--- config.mk ---
export PLATFORM = sky130hd
export DESIGN_NAME = instruction_fetch
export DESIGN_NICKNAME = d
export VERILOG_FILES = /design/src/rtl/instruction_fetch.sv
export SDC_FILE = /design/constraint.sdc
export NUM_CORES = 1
export LEC_CHECK = 0
export BUFFER_PORTS_ARGS = -buffer_cell sky130_fd_sc_hd__buf_2
export CORE_AREA = 2 2 147 149
export DETAILED_ROUTE_END_ITERATION = 7
export DIE_AREA = 0 0 149 151
export PLACE_DENSITY = 0.55
export SYNTH_ARGS = -nofsm -noshare
export SYNTH_HDL_FRONTEND = slang
export SYNTH_SLANG_ARGS = --single-unit
export TNS_END_PERCENT = 5
--- constraint.sdc ---
create_clock -name clk -period 5.1 [get_ports clk]
set_input_delay 0.765 -clock clk [delete_from_list [all_inputs] [get_ports clk]]
set_output_delay 0.765 -clock clk [all_outputs]
set_load 0.005 [all_outputs]
--- src/rtl/instruction_fetch.sv ---
`default_nettype none
// +--------------------------------------------------------------------------+
// | instruction_fetch                                                        |
// | Word fetcher with req/ack memory port, 2-entry prefetch queue, redirect. |
// | Revision: 1.0                                                            |
// +--------------------------------------------------------------------------+
module instruction_fetch #(
    parameter int                    ADDR_WIDTH = 16,
    parameter logic [ADDR_WIDTH-1:0] RESET_PC   = '0
) (
    input  logic                  clk,
    input  logic                  rst_n,
    input  logic                  program_counter_inc,
    input  logic                  pc_load,
    input  logic [ADDR_WIDTH-1:0] pc_load_value,
    output logic [31:0]           instruction,
    output logic                  instruction_valid,
    output logic [ADDR_WIDTH-1:0] pc,
    output logic                  mem_req,
    output logic [ADDR_WIDTH-1:0] mem_addr,
    input  logic                  mem_ack,
    input  logic [31:0]           mem_rdata
);

    localparam logic [1:0] c_ST_IDLE    = 2'd0;
    localparam logic [1:0] c_ST_REQ     = 2'd1;
    localparam logic [1:0] c_ST_DISCARD = 2'd2;

    logic [1:0]            r_state;
    logic [1:0]            r_count;
    logic                  r_valid;
    logic                  r_mem_req;
    logic [ADDR_WIDTH-1:0] r_mem_addr;
    logic [ADDR_WIDTH-1:0] r_pend_addr;
    logic [31:0]           r_q0_word;
    logic [ADDR_WIDTH-1:0] r_q0_addr;
    logic [31:0]           r_q1_word;
    logic [ADDR_WIDTH-1:0] r_q1_addr;

    logic                  w_pop;
    logic                  w_push;
    logic                  w_credit;
    logic [1:0]            w_count_next;
    logic [1:0]            w_state_next;
    logic [ADDR_WIDTH-1:0] w_addr_next;
    logic [ADDR_WIDTH-1:0] w_pend_next;

    always_comb begin
        w_pop  = (r_count != 2'd0) && program_counter_inc && !pc_load;
        w_push = (r_state == c_ST_REQ) && mem_ack && !pc_load;
        if (pc_load) begin
            w_count_next = 2'd0;
        end else begin
            w_count_next = r_count + {1'b0, w_push} - {1'b0, w_pop};
        end
        // A new request needs room for its word once it lands.
        w_credit = (w_count_next < 2'd2);
    end

    always_comb begin
        w_state_next = r_state;
        w_addr_next  = r_mem_addr;
        w_pend_next  = r_pend_addr;
        case (r_state)
            c_ST_IDLE: begin
                if (pc_load) begin
                    w_state_next = c_ST_REQ;
                    w_addr_next  = pc_load_value;
                end else if (w_credit) begin
                    w_state_next = c_ST_REQ;
                end
            end
            c_ST_REQ: begin
                if (mem_ack) begin
                    w_addr_next  = pc_load ? pc_load_value : r_mem_addr + 1'b1;
                    w_state_next = (pc_load || w_credit) ? c_ST_REQ : c_ST_IDLE;
                end else if (pc_load) begin
                    // In-flight read cannot be aborted; drop its data later.
                    w_state_next = c_ST_DISCARD;
                    w_pend_next  = pc_load_value;
                end
            end
            c_ST_DISCARD: begin
                if (pc_load) begin
                    w_pend_next = pc_load_value;
                end
                if (mem_ack) begin
                    w_state_next = c_ST_REQ;
                    w_addr_next  = pc_load ? pc_load_value : r_pend_addr;
                end
            end
            default: begin
                w_state_next = c_ST_IDLE;
            end
        endcase
    end

    always_ff @(posedge clk or negedge rst_n) begin
        if (!rst_n) begin
            r_state     <= c_ST_IDLE;
            r_mem_req   <= 1'b0;
            r_mem_addr  <= RESET_PC;
            r_pend_addr <= RESET_PC;
        end else begin
            r_state     <= w_state_next;
            r_mem_req   <= (w_state_next != c_ST_IDLE);
            r_mem_addr  <= w_addr_next;
            r_pend_addr <= w_pend_next;
        end
    end

    // Shift-style queue: entry 0 is always the head.
    always_ff @(posedge clk or negedge rst_n) begin
        if (!rst_n) begin
            r_count   <= 2'd0;
            r_valid   <= 1'b0;
            r_q0_word <= 32'd0;
            r_q0_addr <= RESET_PC;
            r_q1_word <= 32'd0;
            r_q1_addr <= RESET_PC;
        end else begin
            r_count <= w_count_next;
            r_valid <= (w_count_next != 2'd0);
            if (!pc_load) begin
                if (w_pop && w_push) begin
                    if (r_count == 2'd1) begin
                        r_q0_word <= mem_rdata;
                        r_q0_addr <= r_mem_addr;
                    end else begin
                        r_q0_word <= r_q1_word;
                        r_q0_addr <= r_q1_addr;
                        r_q1_word <= mem_rdata;
                        r_q1_addr <= r_mem_addr;
                    end
                end else if (w_pop) begin
                    if (r_count == 2'd2) begin
                        r_q0_word <= r_q1_word;
                        r_q0_addr <= r_q1_addr;
                    end
                end else if (w_push) begin
                    if (r_count == 2'd0) begin
                        r_q0_word <= mem_rdata;
                        r_q0_addr <= r_mem_addr;
                    end else begin
                        r_q1_word <= mem_rdata;
                        r_q1_addr <= r_mem_addr;
                    end
                end
            end
        end
    end

    assign instruction       = r_q0_word;
    assign pc                = r_q0_addr;
    assign instruction_valid = r_valid;
    assign mem_req           = r_mem_req;
    assign mem_addr          = r_mem_addr;

endmodule
`default_nettype wire

==> impl_metrics.env, run 1 <==
export IMPL_power_density_nw_per_um2=614
export IMPL_drc=0
export IMPL_max_freq_mhz=242
export IMPL_wire_per_inst_um=19.1
export IMPL_num_fill_cells=2082
export IMPL_syn_inst=661
export IMPL_cts_tree="built"
export IMPL_synth_compound_area_frac=0.203
export IMPL_portBuffers=118
export IMPL_dpl_hpwl_mm=12.2
export IMPL_hp_class="primary input to async pin"
export IMPL_clock_latency_ns=0.43
export IMPL_h_tree_depth=4
export IMPL_synth_avg_cell_area_um2=10.3
export IMPL_crit_required_ns=5.41
export IMPL_die_h_um=151
export IMPL_cp_max_fo=49
export IMPL_wirelength_mm=19.7
export IMPL_setup_violations=0
export IMPL_clk_pin_slew_worst_paths_ns=0.06
export IMPL_synth_top_family_by_area="compound AO/OA/AOI/OAI gates"
export IMPL_setup_ws_ns=0.972
export IMPL_synthSimpleGateAreaFrac=0.105
export IMPL_finalHoldWorstSlack_ns=0.407
export IMPL_antenna_found_initial=1
export IMPL_core_area_um2=20800
export IMPL_yosysUniqueCellTypes=59
export IMPL_synth_mux_area_frac=0.131
export IMPL_startpoint_type="flip-flop"
export IMPL_tightest_slew_ns=1.13
export IMPL_grt_busiest_layer="met2"
export IMPL_die_w_um=149
export IMPL_arrival_ns=4.44
export IMPL_post_place_ws_ns=0.953
export IMPL_fin_tns_setup_ns=0
export IMPL_synth_xor_area_share=0.00842
export IMPL_globalRouteOverflowTotal=0
export IMPL_r2r_cells=10
export IMPL_worstSetupEndpointType="flip-flop"
export IMPL_drv_slew=0
export IMPL_seq_area_frac_synth=0.490
export IMPL_synth_edf_count=0
export IMPL_viasPerCell=5.39
export IMPL_synth_seq_cells=134
export IMPL_status="finished, final reports clean"
export IMPL_cts_sinks=134
export IMPL_synth_main_ff_cell="dfrtp_1"
export IMPL_initial_core_util=0.328
export IMPL_nets=806
export IMPL_grt_pass1_wl_mm=31.0
export IMPL_syn_to_final_growth_pct=20.0
export IMPL_drive_gt1_frac=0.321
export IMPL_groute_usage_overall=0.179
export IMPL_gp_congestion=0.841
export IMPL_ant_nets=0
export IMPL_pin_count=119
export IMPL_r2r_start="r_state[1]"
export IMPL_drt_initial_drc_count=460
export IMPL_dr_total_vias=5564
export IMPL_period_needed_ns=4.13
export IMPL_syn_num_nets=723
export IMPL_p_leak_uw=0.00350
export IMPL_dieArea_um2=22500
export IMPL_drt_pass1_iterations=5
export IMPL_synth_adder_area_share=0.0165
export IMPL_holdBufCountCts=0
export IMPL_finalPower_uw=5040
export IMPL_grtUsageMet1=0.244
export IMPL_cts_buffers=17
export IMPL_grt_max_degree=103
export IMPL_period_share=0.809
export IMPL_clockBufferDepth=2
export IMPL_rows=53
export IMPL_cts_root_buf="clkbuf_16"
export IMPL_rsz0062_at_grt="no"
export IMPL_cts_resized=0
export IMPL_grt_pass1_vias=5529
export IMPL_synth_cell_area_um2=6840
export IMPL_async_reset_ff_frac=1.00
export IMPL_max_cap_violations=0
export IMPL_grt_use_met3=0.0340
export IMPL_yosys_warnings=0
export IMPL_cts_setup_buffers=0
export IMPL_globalRouteMet2Util=0.288
export IMPL_finClkSkew_ns=0.00755
export IMPL_maxSlewHeadroom=0.247
export IMPL_ff2ff_setup_slack_ns=0.97
export IMPL_peakVddDrop_uv=261
export IMPL_timing_rr_end="r_q1_word[5]"
export IMPL_path_class="flip-flop to flip-flop"
export IMPL_finalHoldViolCount=0
## worst max-delay path by stage
stage | end | from
final | r_q1_word[5] | r_state[1]
after global routing | r_q1_addr[3] | r_state[1]
after CTS | r_q1_addr[4] | r_state[1]
after detailed placement | r_q1_addr[4] | r_state[1]
after global placement | r_q1_word[10] | pc_load
after floorplan | r_q1_word[11] | pc_load
## through the flow
step                      utilization  area, um^2  instances
after global placement          0.365        7610       1000
after CTS                       0.394        8200       1032
final                           0.394        8200       1033
after detailed placement        0.365        7610       1000
after floorplan                     -        6840        661
after global routing            0.394        8200       1033
## cell families (layout without fill, tap and decap cells)
kind of cell             Yosys count  in the layout
flip-flops                       134            134
multiplexers                      73             73
XOR/XNOR                           5              5
AND/OR/NAND/NOR                  138            138
AO/OA/AOI/OAI                    228            228
other                              0              1
buffers and inverters             74            170
adder cells (fa/ha/maj)            9              9
## sequential cells by signal (all words and copies together) (netlist names)
register and flops:
instruction 32, r_q1_word 32, mem_addr 16, pc 16, r_pend_addr 16, r_q1_addr 16, r_count 2, r_state 2
instruction_valid 1, mem_req 1
## synth_stat cells (3+ instances only)
cell | instances | area, um^2
a21oi_1 | 57 | 285
o31ai_1 | 3 | 22.5
clkbuf_1 | 47 | 176
nand4_1 | 7 | 43.8
buf_2 | 7 | 35.0
nor2b_1 | 4 | 25.0
a211oi_1 | 3 | 22.5
ha_1 | 9 | 113
a21o_1 | 4 | 30.0
mux2_4 | 20 | 300
o21ai_0 | 59 | 295
nor3_1 | 6 | 30.0
a31oi_1 | 56 | 350
nand3b_1 | 4 | 30.0
buf_6 | 3 | 33.8
or2_2 | 5 | 31.3
nand2b_1 | 3 | 18.8
or3_1 | 4 | 25.0
nand2_1 | 17 | 63.8
o2bb2ai_1 | 3 | 26.3
mux2_2 | 51 | 574
nor4_1 | 6 | 37.5
buf_1 | 3 | 11.3
a22o_1 | 5 | 43.8
nor2_1 | 16 | 60.1
o221ai_1 | 5 | 43.8
a22oi_1 | 3 | 22.5
dfrtp_1 | 134 | 3350
inv_1 | 12 | 45.0
o21a_1 | 3 | 22.5
nand3_1 | 56 | 280
a221oi_1 | 7 | 61.3
o22ai_1 | 4 | 25.0
## critical path, stage by stage, from the launching register on
cell,delay (ns)
dfrtp_1,0.39
inv_1,0.10
ha_1,0.56
and2_4,0.27
nand2_1,0.09
inv_1,0.09
ha_1,0.26
nand2_1,0.13
nor2_4,0.84
or4_4,0.80
mux2_2,0.41
## routing by layer
metal	up-vias	wire length [um]
met5	-	0
met4	0	233
met3	17	1030
met2	173	9170
met1	2722	9280
li1	2652	-
## report_power, final
part           leakage, uW  internal (uW)  switching [uW]
Combinational      0.00163            871             928
Sequential         0.00158           1590             424
Clock             0.000287            693             538
Total              0.00350           3150            1890
## area by class of cell
class	count	area, um^2	share of cell area
antenna	1	2.50	0.000305
multi-input combinational	453	3210	0.392
timing repair buffer	125	649	0.0792
clock inverter	15	166	0.0203
tap	275	344	0.0419
clock buffer	17	425	0.0519
inverter	13	48.8	0.00595
sequential	134	3350	0.409
## cells in the final DEF, fill, tap and decap left out, types with 5 or more instances in the layout
cell type	synthesis	final
o21ai_0	59	58
nand3_1	56	56
buf_4	1	7
nand4_1	7	7
o221ai_1	5	5
or2_2	5	5
clkbuf_16	0	17
nor2_1	16	14
dfrtp_1	134	134
inv_1	12	12
a221oi_1	7	7
nor3_1	6	6
a22o_1	5	5
a21oi_1	57	57
mux2_4	20	20
a31oi_1	56	55
ha_1	9	9
nor4_1	6	6
buf_2	7	117
nand2_1	17	17
clkinv_4	0	6
mux2_2	51	51
Note: power is estimated with default switching activity, not from simulation.
==> run 2, diff against run 1 <==
Settings changed: ABC_AREA set to 1, CORE_AREA 2 2 147 149 to 2 2 146 148, DIE_AREA 0 0 149 151 to 0 0 148 150, PLACE_DENSITY 0.55 to 0.57.
Clock period 5.1 ns to 3.61 ns, I/O delays scaled along.
==> run 2 against run 1 <==
Net effect:
- count of clock-buffer cells in the layout is 3 higher
- register-to-register slack better by 0.17 ns
- worst setup slack improved by 0.17 ns
- via count grew 3.8%
- sequential power up 29%
- combinational power grew 30%
- hold slack got worse by 0.31 ns
- clock power grew 41%
- largest cell class unchanged
==> impl_metrics.env, run 2 <==
export IMPL_status="finished, final reports clean"
export IMPL_cts_buffers=17
export IMPL_period_share=0.682
export IMPL_cts_tree="built"
export IMPL_finalHoldViolCount=0
export IMPL_synth_edf_count=0
export IMPL_nets=1031
export IMPL_crit_required_ns=3.95
export IMPL_hp_class="primary input to async pin"
export IMPL_clk_pin_slew_worst_paths_ns=0.06
export IMPL_ant_nets=0
export IMPL_final_cell_mix="nand2_1, o21ai_0, dfrtp_1"
export IMPL_async_reset_ff_frac=1.00
export IMPL_synth_common_cells="nand2_1, o21ai_0, dfrtp_1"
export IMPL_syn_num_nets=922
export IMPL_finalPower_uw=6660
export IMPL_clock_latency_ns=0.42
export IMPL_cp_max_fo=40
export IMPL_synth_cell_area_um2=6740
export IMPL_synth_main_ff_cell="dfrtp_1"
export IMPL_die_h_um=150
export IMPL_cts_root_buf="clkbuf_16"
export IMPL_portBuffers=118
export IMPL_crit_buf_inv=3
export IMPL_grt_max_degree=64
export IMPL_drv_slew=0
export IMPL_finalHoldWorstSlack_ns=0.102
export IMPL_path_class="flip-flop to flip-flop"
export IMPL_finish_utilization=0.399
export IMPL_globalRouteOverflowTotal=0
export IMPL_yosysUniqueCellTypes=27
export IMPL_synth_area_top_cells="dfrtp_1, nand2_1, o21ai_0, inv_1, o211ai_1"
export IMPL_fin_tns_setup_ns=0
export IMPL_cts_setup_buffers=0
export IMPL_dieArea_um2=22200
export IMPL_die_w_um=148
export IMPL_grt_pass1_vias=5479
export IMPL_synth_seq_cells=134
export IMPL_h_tree_depth=4
export IMPL_drt_pass1_iterations=5
export IMPL_cts_sinks=134
export IMPL_worstSetupEndpointType="flip-flop"
export IMPL_diodes=0
export IMPL_dpl_hpwl_mm=12.1
export IMPL_arrival_ns=2.80
export IMPL_yosys_warnings=0
export IMPL_finClkSkew_ns=0.00691
export IMPL_rows=53
export IMPL_max_freq_mhz=406
export IMPL_gp_congestion=0.862
export IMPL_max_cap_violations=0
export IMPL_synth_avg_cell_area_um2=7.83
export IMPL_core_area_um2=20700
export IMPL_holdBufCountCts=0
export IMPL_startpoint_type="flip-flop"
export IMPL_drive_gt1_frac=0.175
export IMPL_wire_per_inst_um=13.6
export IMPL_viasPerCell=4.60
export IMPL_period_needed_ns=2.46
export IMPL_slowest_delay_ns=0.52
export IMPL_yosysMostFrequentCell="nand2_1"
export IMPL_synth_largest_area_cell="dfrtp_1"
export IMPL_clockBufferDepth=2
export IMPL_grt_pass1_wl_mm=28.6
export IMPL_setup_violations=0
export IMPL_pin_count=119
export IMPL_power_density_nw_per_um2=807
export IMPL_maxSlewHeadroom=0.565
export IMPL_layout_commonest_cell="nand2_1"
export IMPL_drc=0
export IMPL_seq_area_frac_synth=0.498
export IMPL_rsz0062_at_grt="no"
export IMPL_slowest_stage="nor3_4"
export IMPL_drt_initial_drc_count=284
export IMPL_wirelength_mm=17.1
export IMPL_initial_core_util=0.326
export IMPL_cts_resized=0
export IMPL_syn_inst=860
export IMPL_syn_to_final_growth_pct=22.4
export IMPL_synth_top_area_frac=0.498
export IMPL_cp_top_family="simple AND/OR/NAND/NOR gates"
export IMPL_crit_chain="inv_1 > ha_1 > nand2_1 > nor2_1 > inv_1 > ha_1 > o21ai_0 > nand2_1 > nor3_4 > buf_12 > o211ai_1 > o21ai_0"
export IMPL_groute_usage_overall=0.163
export IMPL_peakVddDrop_uv=338
export IMPL_dr_total_vias=5778
export IMPL_tightest_slew_ns=0.650
export IMPL_p_leak_uw=0.00429
export IMPL_final_cell_area_um2=8250
export IMPL_num_fill_cells=2159
export IMPL_placed_cell_area_um2=7660
export IMPL_antenna_found_initial=0
==> run 2: per-layer routing <==
layer | vias to the layer above | GRT usage | wire length, um
met1 | 2634 | 0.222 | 8250
li1 | 2993 | - | -
met4 | 0 | 0.0433 | 195
met3 | 10 | 0.0393 | 815
met2 | 141 | 0.261 | 7890
met5 | - | 0 | 0
==> run 2: area by class of cell <==
type	instances	area, um^2	share of cell area
inverter	136	510	0.0619
multi-input combinational	543	2640	0.320
clock buffer	20	437	0.0530
clock inverter	12	144	0.0175
timing repair buffer	137	815	0.0988
tap	275	344	0.0417
sequential	134	3350	0.407
==> run 2: through the flow <==
stage	std cells	setup WS, ns
after CTS	1257	1.11
final	1257	1.15
after floorplan	860	1.57
after global placement	1225	1.03
after detailed placement	1225	0.952
after global routing	1257	0.838
==> run 2: cells by family (layout without fill, tap and decap cells) <==
group                    count (synthesis)  count (layout)  share of synthesized area
AO/OA/AOI/OAI                          233             233                      0.195
XOR/XNOR                                 2               2                    0.00260
adder cells (fa/ha/maj)                  9               9                     0.0167
buffers and inverters                  183             305                      0.112
flip-flops                             134             134                      0.498
AND/OR/NAND/NOR                        299             299                      0.175
==> run 2: path summary, 6_finish.rpt <==
| path | from | slack (ns) | to | cells after the start |
|---|---|---|---|---|
| min in group clk | mem_rdata[6] | 0.39 | r_q1_word[6] | 3 |
| worst min register to register | r_q1_addr[8] | 0.48 | r_q1_addr[8] | 2 |
| worst max register to register | r_state[1] | 1.15 | instruction[15] | 12 |
| max in group asynchronous | rst_n | 2.72 | mem_addr[12] | 2 |
| worst max-delay path | r_state[1] | 1.15 | instruction[15] | 12 |
| worst min-delay path | rst_n | 0.10 | instruction[6] | 1 |
==> run 2: power by group <==
group | switching (uW) | internal (uW)
sequential | 421 | 2170
clock | 700 | 1030
combinational | 1430 | 913
==> run 3, diff against run 2 <==
Settings changed: PLACE_DENSITY 0.57 to 0.55.
Clock period 3.61 ns to 2.3 ns, I/O delays scaled along.
==> run 3 against run 2 <==
Net effect:
- via count increased by 1.8%
- design area increased by 2.3%
- global-route usage decreased by 0.45 points
- die area unchanged
- highest routed layer unchanged
- total power increased by 61%
- worst setup slack got worse by 0.98 ns
==> impl_metrics.env, run 3 (synthesized netlist as in run 2, its figures left out) <==
export IMPL_period_needed_ns=2.14
export IMPL_globalRouteOverflowTotal=0
export IMPL_die_w_um=148
export IMPL_drt_pass1_iterations=5
export IMPL_antenna_found_initial=0
export IMPL_cts_buffers=17
export IMPL_final_cells=1261
export IMPL_cp_max_fo=17
export IMPL_max_freq_mhz=468
export IMPL_drc=0
export IMPL_hp_class="primary input to flip-flop"
export IMPL_worstSetupEndpointType="flip-flop"
export IMPL_drt_initial_drc_count=311
export IMPL_ant_nets=0
export IMPL_wirelength_mm=17.8
export IMPL_portBuffers=118
export IMPL_groute_usage_overall=0.159
export IMPL_gp_congestion=0.865
export IMPL_tightest_slew_ns=0.522
export IMPL_power_density_nw_per_um2=1270
export IMPL_diodes=0
export IMPL_clockBufferDepth=2
export IMPL_drv_slew=0
export IMPL_rows=53
export IMPL_slowest_delay_ns=0.41
export IMPL_arrival_ns=2.48
export IMPL_layout_commonest_cell="nand2_1"
export IMPL_post_place_ws_ns=0.0119
export IMPL_cts_root_buf="clkbuf_16"
export IMPL_initial_core_util=0.326
export IMPL_startpoint_type="flip-flop"
export IMPL_core_area_um2=20700
export IMPL_maxSlewHeadroom=0.652
export IMPL_finClkSkew_ns=0.00731
export IMPL_syn_to_final_growth_pct=25.2
export IMPL_cts_tree="built"
export IMPL_dr_total_vias=5880
export IMPL_dp_cells=1225
export IMPL_crit_required_ns=2.64
export IMPL_setup_violations=0
export IMPL_wire_per_inst_um=14.1
export IMPL_die_h_um=150
export IMPL_nets=1036
export IMPL_dieArea_um2=22200
export IMPL_rsz0062_at_grt="yes"
export IMPL_grt_pass1_wl_mm=27.7
export IMPL_clk_pin_slew_worst_paths_ns=0.06
export IMPL_placed_cell_area_um2=7680
export IMPL_finalHoldViolCount=0
export IMPL_peakVddDrop_uv=583
export IMPL_grt_pass1_vias=5311
export IMPL_max_cap_violations=0
export IMPL_final_cell_mix="nand2_1, o21ai_0, dfrtp_1"
export IMPL_viasPerCell=4.66
export IMPL_grt_max_degree=97
export IMPL_setup_ws_ns=0.162
export IMPL_drive_gt1_frac=0.186
export IMPL_p_leak_uw=0.00438
export IMPL_h_tree_depth=4
export IMPL_cts_sinks=134
export IMPL_slowest_stage="dfrtp_1"
export IMPL_pin_count=119
export IMPL_crit_chain="inv_2 > ha_1 > nand2_1 > nor2_2 > inv_1 > ha_2 > o21ai_0 > nand2_1 > nor3_4 > buf_12 > buf_16 > o211ai_1 > o21ai_0"
export IMPL_final_cell_area_um2=8440
export IMPL_clock_latency_ns=0.42
export IMPL_period_share=0.930
export IMPL_path_class="flip-flop to flip-flop"
export IMPL_dpl_hpwl_mm=11.9
export IMPL_status="finished, final reports clean"
## run 3: cell count changes in the layout (fill, tap and decap cells not counted), sizes merged
cell / change
buf: +1
bufinv: +2
clkinv: +5
clkinvlp: -2
dlygate4sd3: +1
inv: -3
## run 3: timing repair
item	in CTS	in global routing
resized for setup	0	11
hold endpoints to repair	51	0
endpoints found under the setup margin	0	51
setup buffers	0	1
hold buffers	1	0
## run 3: metrics by stage
stage	util	hold slack (ns)	TNS, ns	total power, uW
after CTS	0.402	0.185	0	10700
after detailed placement	0.371	0.341	0	7800
after global routing	0.408	0.211	-0.0823	11700
after floorplan	-	0.0494	0	6290
final	0.408	0.199	0	10700
after global placement	0.371	0.343	0	7740
## run 3: power breakdown
group / total [uW] / leakage (uW) / internal [uW] / switching, uW
combinational: 3750 / 0.00238 / 1500 / 2250
sequential: 4070 / 0.00170 / 3400 / 670
clock: 2900 / 0.000304 / 1820 / 1080
total: 10700 / 0.00438 / 6720 / 4000
## run 3: worst paths after layout
check                                 startpoint             end  slack [ns]  cells after the start
worst min-delay path            pc_load_value[2]     mem_addr[2]        0.20                      3
worst min register to register     r_q1_word[10]   r_q1_word[10]        0.49                      2
worst max-delay path                  r_state[1]          pc[10]        0.16                     13
worst max register to register        r_state[1]          pc[10]        0.16                     13
min in group asynchronous                  rst_n  instruction[4]        0.44                      2
max in group asynchronous                  rst_n     mem_addr[5]        1.15                      3
## run 3: area by class of cell
type / count / area, um^2
multi-input cells: 543 / 2650
clock inverters: 14 / 203
repair buffers: 142 / 947
inverters: 136 / 510
flip-flops and latches: 134 / 3350
well taps: 275 / 344
clock buffers: 17 / 425
fillers: 2125 / 12300
## run 3: critical path: cells and delay by family (launching register included)
kind | cells | cell delay [ns]
AOI/OAI and AO/OA | 3 | 0.32
adders and majority gates | 2 | 0.36
buffers and inverters | 4 | 0.48
DFF | 1 | 0.41
and+or+nand+nor | 4 | 0.50
## run 3: layer usage
layer	track usage	routed length (um)	up-vias	share of wire
met3	0.0302	822	20	0.046
li1	-	-	3009	-
met4	0.0590	322	0	0.018
met5	0	0	-	0
met1	0.223	8580	2692	0.48
met2	0.243	8040	159	0.45
